$ cat src/rtl/dmem_arbiter.sv
// Data-RAM arbiter: shares one single-port, synchronous-read RAM between the
// CPU load/store path (c_*) and a DMA/debug master (d_*). Round-robin with an
// optional bounded DMA burst lock. Each transaction is a fixed
// IDLE -> ISSUE -> RESP sequence, so the ack arrives two cycles after the
// request is sampled.
module dmem_arbiter #(
   parameter int DATA_W    = 32,
   parameter int MEM_WORDS = 64,
   parameter int MAX_BURST = 4
) (
   input  logic                         clk,
   input  logic                         reset,
   input  logic                         c_req,
   input  logic                         c_we,
   input  logic [31:0]                  c_addr,
   input  logic [DATA_W-1:0]            c_wdata,
   output logic [DATA_W-1:0]            c_rdata,
   output logic                         c_ack,
   output logic                         c_err,
   input  logic                         d_req,
   input  logic                         d_lock,
   input  logic                         d_we,
   input  logic [31:0]                  d_addr,
   input  logic [DATA_W-1:0]            d_wdata,
   output logic [DATA_W-1:0]            d_rdata,
   output logic                         d_ack,
   output logic                         d_err,
   output logic                         mem_we,
   output logic [$clog2(MEM_WORDS)-1:0] mem_addr,
   output logic [DATA_W-1:0]            mem_wdata,
   input  logic [DATA_W-1:0]            mem_rdata,
   output logic                         busy,
   output logic                         grant_dma
);

   localparam int AW = $clog2(MEM_WORDS);
   localparam int BW = $clog2(MAX_BURST + 1);

   typedef enum logic [1:0] {IDLE, ISSUE, RESP} state_t;

   state_t              state, state_nx;
   logic                last_dma;     // winner of the last completed transaction
   logic [BW-1:0]       burst_cnt;    // consecutive locked DMA grants
   logic                lat_dma;
   logic                lat_we;
   logic                lat_err;

   logic                pick_dma;
   logic                sel_we;
   logic                sel_err;
   logic [31:0]         sel_addr;
   logic [DATA_W-1:0]   sel_wdata;
   logic                start;
   logic                ack;
   logic [DATA_W-1:0]   rd;

   // Misaligned or beyond the last RAM word: never touches the RAM.
   function automatic logic addr_bad(input logic [31:0] a);
      return (a[1:0] != 2'b00) || ({2'b00, a[31:2]} >= 32'(MEM_WORDS));
   endfunction

   // Arbitration: a lone requester wins; on a tie a locked DMA keeps the RAM
   // for up to MAX_BURST grants, otherwise the other side gets its turn.
   always_comb begin
      pick_dma = d_req;
      if (c_req && d_req) begin
         if (d_lock && last_dma && (burst_cnt < BW'(MAX_BURST)))
            pick_dma = 1'b1;
         else
            pick_dma = !last_dma;
      end
      sel_we    = pick_dma ? d_we    : c_we;
      sel_addr  = pick_dma ? d_addr  : c_addr;
      sel_wdata = pick_dma ? d_wdata : c_wdata;
      sel_err   = addr_bad(sel_addr);
      start     = (state == IDLE) && (c_req || d_req);
   end

   // State register.
   always_ff @(posedge clk) begin
      if (reset) state <= IDLE;
      else       state <= state_nx;
   end

   // Next state and outputs. Acks are masked while reset is high so a
   // transaction killed in RESP never completes; a write already on the RAM
   // port in ISSUE is left alone.
   always_comb begin
      state_nx  = state;
      mem_we    = 1'b0;
      busy      = (state != IDLE);
      ack       = 1'b0;
      c_ack     = 1'b0;
      d_ack     = 1'b0;
      c_err     = 1'b0;
      d_err     = 1'b0;
      c_rdata   = '0;
      d_rdata   = '0;
      rd        = (!lat_we && !lat_err) ? mem_rdata : '0;
      case (state)
         IDLE:  if (c_req || d_req) state_nx = ISSUE;
         ISSUE: begin
            mem_we   = lat_we && !lat_err;
            state_nx = RESP;
         end
         RESP: begin
            ack      = !reset;
            state_nx = IDLE;
         end
         default: state_nx = IDLE;
      endcase
      c_ack   = ack && !lat_dma;
      d_ack   = ack &&  lat_dma;
      c_err   = c_ack && lat_err;
      d_err   = d_ack && lat_err;
      c_rdata = c_ack ? rd : '0;
      d_rdata = d_ack ? rd : '0;
   end

   // Latch the winning request; the RAM address/data registers only move for
   // error-free requests so they hold their last values otherwise.
   always_ff @(posedge clk) begin
      if (reset) begin
         last_dma  <= 1'b1;
         burst_cnt <= '0;
         lat_dma   <= 1'b0;
         lat_we    <= 1'b0;
         lat_err   <= 1'b0;
         mem_addr  <= '0;
         mem_wdata <= '0;
      end else begin
         if (start) begin
            lat_dma <= pick_dma;
            lat_we  <= sel_we;
            lat_err <= sel_err;
            if (!sel_err) begin
               mem_addr  <= sel_addr[AW+1:2];
               mem_wdata <= sel_wdata;
            end
            if (pick_dma && d_lock)
               burst_cnt <= (burst_cnt == BW'(MAX_BURST)) ? burst_cnt : burst_cnt + 1'b1;
            else
               burst_cnt <= '0;
         end
         if (state == RESP) last_dma <= lat_dma;
      end
   end

   assign grant_dma = lat_dma;

endmodule

$ cat config.mk
export PLATFORM = sky130hd
export DESIGN_NAME = dmem_arbiter
export DESIGN_NICKNAME = d
export VERILOG_FILES = /design/src/rtl/dmem_arbiter.sv
export SDC_FILE = /design/constraint.sdc
export NUM_CORES = 1
export LEC_CHECK = 0
export BUFFER_PORTS_ARGS = -buffer_cell sky130_fd_sc_hd__buf_2
export CELL_PAD_IN_SITES_DETAIL_PLACEMENT = 0
export CELL_PAD_IN_SITES_GLOBAL_PLACEMENT = 1
export CORE_AREA = 2 2 121 123
export DETAILED_ROUTE_END_ITERATION = 6
export DIE_AREA = 0 0 123 125
export GPL_ROUTABILITY_DRIVEN = 0
export GPL_TIMING_DRIVEN = 0
export PLACE_DENSITY_LB_ADDON = 0.25
export SYNTH_ARGS = -nofsm -noshare
export SYNTH_HDL_FRONTEND = slang
export SYNTH_SLANG_ARGS = --single-unit
$ cat constraint.sdc
create_clock -name clk -period 1.85 [get_ports clk]
set_input_delay 0.0925 -clock clk [delete_from_list [all_inputs] [get_ports clk]]
set_output_delay 0.0925 -clock clk [all_outputs]
set_load 0.05 [all_outputs]
==> impl_metrics.yaml, run 1 <==
flow_run:
  maxCapViolCount: 0
clocking:
  cts_buffers: 5
  cts.clk_slew.worst_paths_ns: 0.07
  worstSkewPairLatency_ns: 0.29
  cts.htree.levels: 2
  ctsHoldBuffers: 0
  cts_tree: "built"
  clockBufferDepth: 2
  cts-root-buf: "clkbuf_16"
  clkSinkCount: 47
floorplanning:
  dieArea_mm2: 0.01538
  die_w_um: 123
  die_y_um: 125
  io_pins: 276
  start_util: 0.2029
  row_count: 44
  core_area_mm2: 0.01420
route:
  drcViolationCount: 0
  drt_iter0_drc: 117
  wl_per_cell_um: 15.65
  ant_nets: 0
  vias: 4018
  routed_wirelength_mm: 13.38
  viasPerCell: 4.699
  dr.pass1.iters: 4
logic_synthesis:
  async_flop_share: 0
  synth_cell_types: 33
  syn_inst: 369
  synth_area_mm2: 0.002882
  synth_warnings: 0
  synth-edff-count: 0
  synth_fp_nets: 538
  synth_area_per_cell_um2: 7.809
  ys.flop_type: "dfxtp_1"
  ys_seq_elements: 47
  seq_area_frac_synth: 0.3265
timing:
  tightest_slew_ns: 0.7341
  fin_crit_ns: 1.784
  finalHoldViolCount: 0
  max_clock_freq_ghz: 0.5604
  clock_skew_ns: 0.006083
  rsz0062_at_grt: "true"
  slew_viol_final: 0
  finalSetupViolCount: 0
  fin_crit_sh: 0.9645
  fin_ws_ns: 0.06570
  slew_headroom: 0.5106
hold_path:
  hold_class: "primary input to register"
  worstHoldStart: "d_wdata[23]"
  worstHoldEndpoint: "mem_wdata[23]$_SDFFE_PP0P_"
  holdPathStages: 3
place:
  hpwl_mm: 10.40
  pre_cts_ws_ns: -0.3999
  port_buffers: 275
cells_and_area:
  area_growth_pct: 82.02
  drive_gt1_frac: 0.5627
  nets: 838
  final_common_cell: "buf_2"
  final_cell_mix: "216 x buf_2, 86 x nand2_1, 56 x buf_4"
  fillers: 1476
pwr:
  ir_worst_vdd_uv: 325.4
  p_per_area_mw_per_mm2: 477.3
  power_leakage_nw: 2.766
  power.total_mw: 2.503
setup_path:
  required_ns: 2.04
  path_buf_inv: 4
  reg2regPathDepth: 9
  crit_chain: "nor2b_4 -> o21a_1 -> buf_6 -> nor4_4 -> buf_4 -> or2_4 -> buf_6 -> buf_4 -> a311oi_2"
  path_class: "register to register"
  timing.rr.start: "burst_cnt[2]$_SDFFE_PP0P_"
  critPathMaxStageDelay_ns: 0.35
  reg2reg_slack_ns: 0.07
  path_max_fanout: 5
  critPathTopFamily: "buffers and inverters"
  cp-start-kind: "register"
  r2r_end: "mem_wdata[15]$_SDFFE_PP0P_"
  crit_path_end_kind: "register"
  cp_slowest_cell: "dfxtp_2"
  arrival_ns: 1.98
global_routing:
  grt_pass1_vias: 3860
  antenna_found_initial: 2
  grt_max_degree: 20
  grt_overflow: 0
  grt.total_usage: 0.1585
  grt_pass1_wl_mm: 19.46
status:
  status: "finished clean"
==> how the worst max path moves through the flow <==
stage                              startpoint                         end  slack, ns  cells after the start
CTS                     last_dma$_SDFFE_PP1N_    mem_addr[2]$_SDFFE_PP0P_      0.001                      8
floorplan              grant_dma$_SDFFE_PP0P_                 d_rdata[23]      0.009                      3
finish              burst_cnt[2]$_SDFFE_PP0P_  mem_wdata[15]$_SDFFE_PP0P_       0.07                      9
global route             lat_err$_SDFFE_PP0P_                  d_rdata[3]      -0.01                      4
detailed placement  burst_cnt[2]$_SDFFE_PP0P_   mem_wdata[5]$_SDFFE_PP0P_      -0.40                      6
global placement    burst_cnt[2]$_SDFFE_PP0P_   mem_wdata[2]$_SDFFE_PP0P_      -0.39                      6
==> power breakdown <==
part / switching (mW) / internal (mW)
clock: 0.398 / 0.494
combinational: 0.327 / 0.241
sequential: 0.0181 / 1.02
==> worst register-to-register path, stage by stage (launching register included) <==
cell      delay (ns)
dfxtp_2         0.35
nor2b_4         0.13
o21a_1          0.13
buf_6           0.13
nor4_4          0.04
buf_4           0.15
or2_4           0.26
buf_6           0.13
buf_4           0.16
a311oi_2        0.21
==> sequential cells by signal, summed over array words and instances (netlist names) <==
register / count
mem_wdata: 32
lat_err: 1
mem_addr: 6
last_dma: 1
grant_dma: 1
state: 2
lat_we: 1
burst_cnt: 3
==> per-stage QoR <==
stage / hold WS, ns / instances / TNS (ns) / util / instance area, µm²
CTS: 0.05763 / 847 / 0 / 0.3524 / 5006
global route: 0.06784 / 854 / -0.02974 / 0.3691 / 5243
floorplan: 0.2468 / 369 / 0 / - / 2903
detailed placement: 0.3701 / 828 / -17.22 / 0.3175 / 4509
finish: 0.06243 / 855 / 0 / 0.3693 / 5245
global placement: 0.3654 / 828 / -18.13 / 0.3175 / 4509
==> logic make-up after synthesis <==
family	synth area share
AOI/OAI and AO/OA	0.1806
adders and majority gates	0.008683
buffers and inverters	0.06990
and+or+nand+nor	0.4108
DFF	0.3265
muxes	0.003474
==> metal layers <==
metal | GRT usage | vias to the layer above | part of all wire
met4 | 0.04412 | 2 | 0.017
met1 | 0.1680 | 1855 | 0.38
li1 | - | 1961 | -
met2 | 0.2974 | 182 | 0.51
met3 | 0.04790 | 18 | 0.088
met5 | 0 | - | 0.00097
==> synth_stat cells (3+ instances only) <==
library cell  instances  area [µm²]
nand2_1              86       322.8
and3_1               64       400.4
dfxtp_1              47       940.9
nor3_1               41       205.2
clkbuf_1             25       93.84
a311oi_2             20       300.3
a311oi_1             19       166.4
nor4_1               12       75.07
nor2_1                7       26.28
a21oi_1               5       25.02
buf_2                 5       25.02
buf_6                 4       45.04
nand4_1               4       25.02
and2_1                3       18.77
buf_4                 3       22.52
inv_1                 3       11.26
==> what timing repair did <==
item,in CTS,in global routing
setup endpoints to repair,107,91
pin swaps,5,4
setup buffers,11,4
cloned,1,3
gates resized for setup,93,50
==> final cells by class <==
type	count	area, µm²	area share
Clock buffer	5	125.1	0.02385
Clock inverter	3	15.01	0.002863
Timing Repair Buffer	294	1783	0.3399
Multi-Input combinational cell	281	1852	0.3531
Buffer	37	280.3	0.05344
Antenna cell	1	2.502	0.0004771
Inverter	3	11.26	0.002147
Tap cell	184	230.2	0.04389
Sequential cell	47	945.9	0.1803
Note: power is estimated with default switching activity, not from simulation.
==> run 2, diff against run 1 <==
--- a/config.mk
+++ b/config.mk
@@ -5,7 +5,7 @@
 export SDC_FILE = /design/constraint.sdc
 export NUM_CORES = 1
 export LEC_CHECK = 0
-export BUFFER_PORTS_ARGS = -buffer_cell sky130_fd_sc_hd__buf_2
+export BUFFER_PORTS_ARGS = -buffer_cell sky130_fd_sc_hd__buf_4
 export CELL_PAD_IN_SITES_DETAIL_PLACEMENT = 0
 export CELL_PAD_IN_SITES_GLOBAL_PLACEMENT = 1
 export CORE_AREA = 2 2 121 123
@@ -14,6 +14,7 @@
 export GPL_ROUTABILITY_DRIVEN = 0
 export GPL_TIMING_DRIVEN = 0
 export PLACE_DENSITY_LB_ADDON = 0.25
+export RECOVER_POWER = 25
 export SYNTH_ARGS = -nofsm -noshare
 export SYNTH_HDL_FRONTEND = slang
 export SYNTH_SLANG_ARGS = --single-unit
==> run 2 against run 1 <==
Critical path depth decreased by 3. Design area increased by 6.4%. Core utilization increased by 2.4 points. Wire length increased by 1.1%. Register-to-register slack improved by 0.04 ns. Non-clock buffer count decreased by 6. Largest cell class unchanged.
==> impl_metrics.yaml, run 2 (same netlist as run 1, synthesis figures left out) <==
floorplanning:
  die_w_um: 123
  io_pins: 276
  dieArea_mm2: 0.01538
  start_util: 0.2029
  die_y_um: 125
  core_area_mm2: 0.01420
  row_count: 44
cells_and_area:
  nets: 832
  stdcell_count: 848
  drive_gt1_frac: 0.5090
  final_cell_mix: "246 x buf_4, 85 x nand2_1, 56 x and3_1"
  fillers: 1473
  final_common_cell: "buf_4"
  reg_top3: "mem_wdata (32), mem_addr (6), burst_cnt (3)"
  largest_register_ffs: 32
  largest_register: "mem_wdata"
  fin_util: 0.3930
  n_antenna_cell: 0
  area_growth_pct: 93.70
  final_cell_area_mm2: 0.005582
clocking:
  clockBufferDepth: 2
  cts_buffers: 5
  cts.htree.levels: 2
  worstSkewPairLatency_ns: 0.29
  cts_tree: "built"
  ctsHoldBuffers: 0
  cts-root-buf: "clkbuf_16"
  cts.clk_slew.worst_paths_ns: 0.07
  clkSinkCount: 47
pwr:
  p_per_area_mw_per_mm2: 468.3
  p_int_mw: 1.860
  power.total_mw: 2.614
  p_clk_frac: 0.348
  power_leakage_nw: 2.734
  swShare: 0.2884
  ir_worst_vdd_uv: 330.8
  p_seq_frac: 0.399
  p_switching_uw: 753.7
  combPwrFrac: 0.253
setup_path:
  required_ns: 1.76
  path_max_fanout: 10
  arrival_ns: 1.69
  timing.rr.start: "burst_cnt[2]$_SDFFE_PP0P_"
  cp-start-kind: "register"
  crit_path_end_kind: "output port"
  path_class: "register to output port"
  cp-startpoint: "state[0]$_SDFFE_PP0P_"
route:
  vias: 3980
  wl_per_cell_um: 15.95
  drcViolationCount: 0
  ant_nets: 0
  dr.pass1.iters: 4
  routed_wirelength_mm: 13.53
  drt_iter0_drc: 157
  viasPerCell: 4.693
timing:
  whs_ns: 0.07028
  fin_crit_sh: 0.9644
  slew_headroom: 0.4964
  max_clock_freq_ghz: 0.5605
  slew_viol_final: 0
  tightest_slew_ns: 0.7554
  finalSetupViolCount: 0
  fin_ws_ns: 0.06592
  clock_skew_ns: 0.01004
  finalHoldViolCount: 0
  fin_tns_setup_ns: 0
  rsz0062_at_grt: "true"
  fin_crit_ns: 1.784
place:
  hpwl_mm: 10.87
  dp_cells: 828
  pre_cts_ws_ns: -0.4957
  port_buffers: 275
  placed_area_mm2: 0.005197
global_routing:
  grt_pass1_vias: 3849
  grt.total_usage: 0.1593
  grt_max_degree: 20
  antenna_found_initial: 0
  grt_overflow: 0
  grt_pass1_wl_mm: 19.54
flow_run:
  maxCapViolCount: 0
status:
  status: "finished clean"
hold_path:
  hold_class: "primary input to register"
  worstHoldStart: "d_we"
run 2: cell count changes in the layout (fill, tap and decap cells not counted), sizes merged:
cell,previous run,this run
diode,1,0
buf,300,272
clkinv,3,1
clkbuf,36,59
clkinvlp,0,1
run 2: final cells by class:
class	instances	area (µm²)	area share
buffer	37	282.8	0.05066
clock buffer	6	128.9	0.02309
clock inverter	2	12.51	0.002242
inverter	3	11.26	0.002017
multi-input combinational	281	1822	0.3264
sequential	47	947.2	0.1697
tap	184	230.2	0.04125
timing repair buffer	288	2147	0.3847
run 2: power by group through the flow:
| stage | clock network (mW) | logic [mW] | registers [mW] |
|---|---|---|---|
| floorplan | 0 | 0.254 | 1.06 |
| global placement | 0 | 0.629 | 1.06 |
| detailed placement | 0 | 0.637 | 1.06 |
| CTS | 0.940 | 0.657 | 1.04 |
| global route | 0.967 | 0.719 | 1.05 |
| finish | 0.910 | 0.661 | 1.04 |
run 2: critical path: stages (launching register included):
cell and delay, ns:
dfxtp_2 0.34, nand2b_4 0.17, nor3b_4 0.20, buf_6 0.14, clkbuf_4 0.17, and3_1 0.20
buf_6 0.17
run 2: layer usage:
metal  vias up  track usage  routed length (µm)
li1       1948            -                   -
met1      1823       0.1690                4945
met2       195       0.2996                6980
met3        14      0.05018                1391
met4         0      0.04011                 208
met5         -            0                   0
run 2: path summary, 6_finish.rpt:
path	slack [ns]	cells past startpoint	end
worst min register to register	0.48	2	burst_cnt[1]$_SDFFE_PP0P_
worst max register to register	0.11	8	mem_wdata[5]$_SDFFE_PP0P_
worst max-delay path	0.07	6	d_rdata[6]
worst min-delay path	0.07	3	lat_we$_SDFFE_PP0P_
run 2: repair_timing:
action | in CTS | in global routing
gates cloned | 0 | 3
gates resized for setup | 42 | 31
pin swaps | 4 | 4
buffers inserted | 6 | 4
setup endpoints to repair | 108 | 95
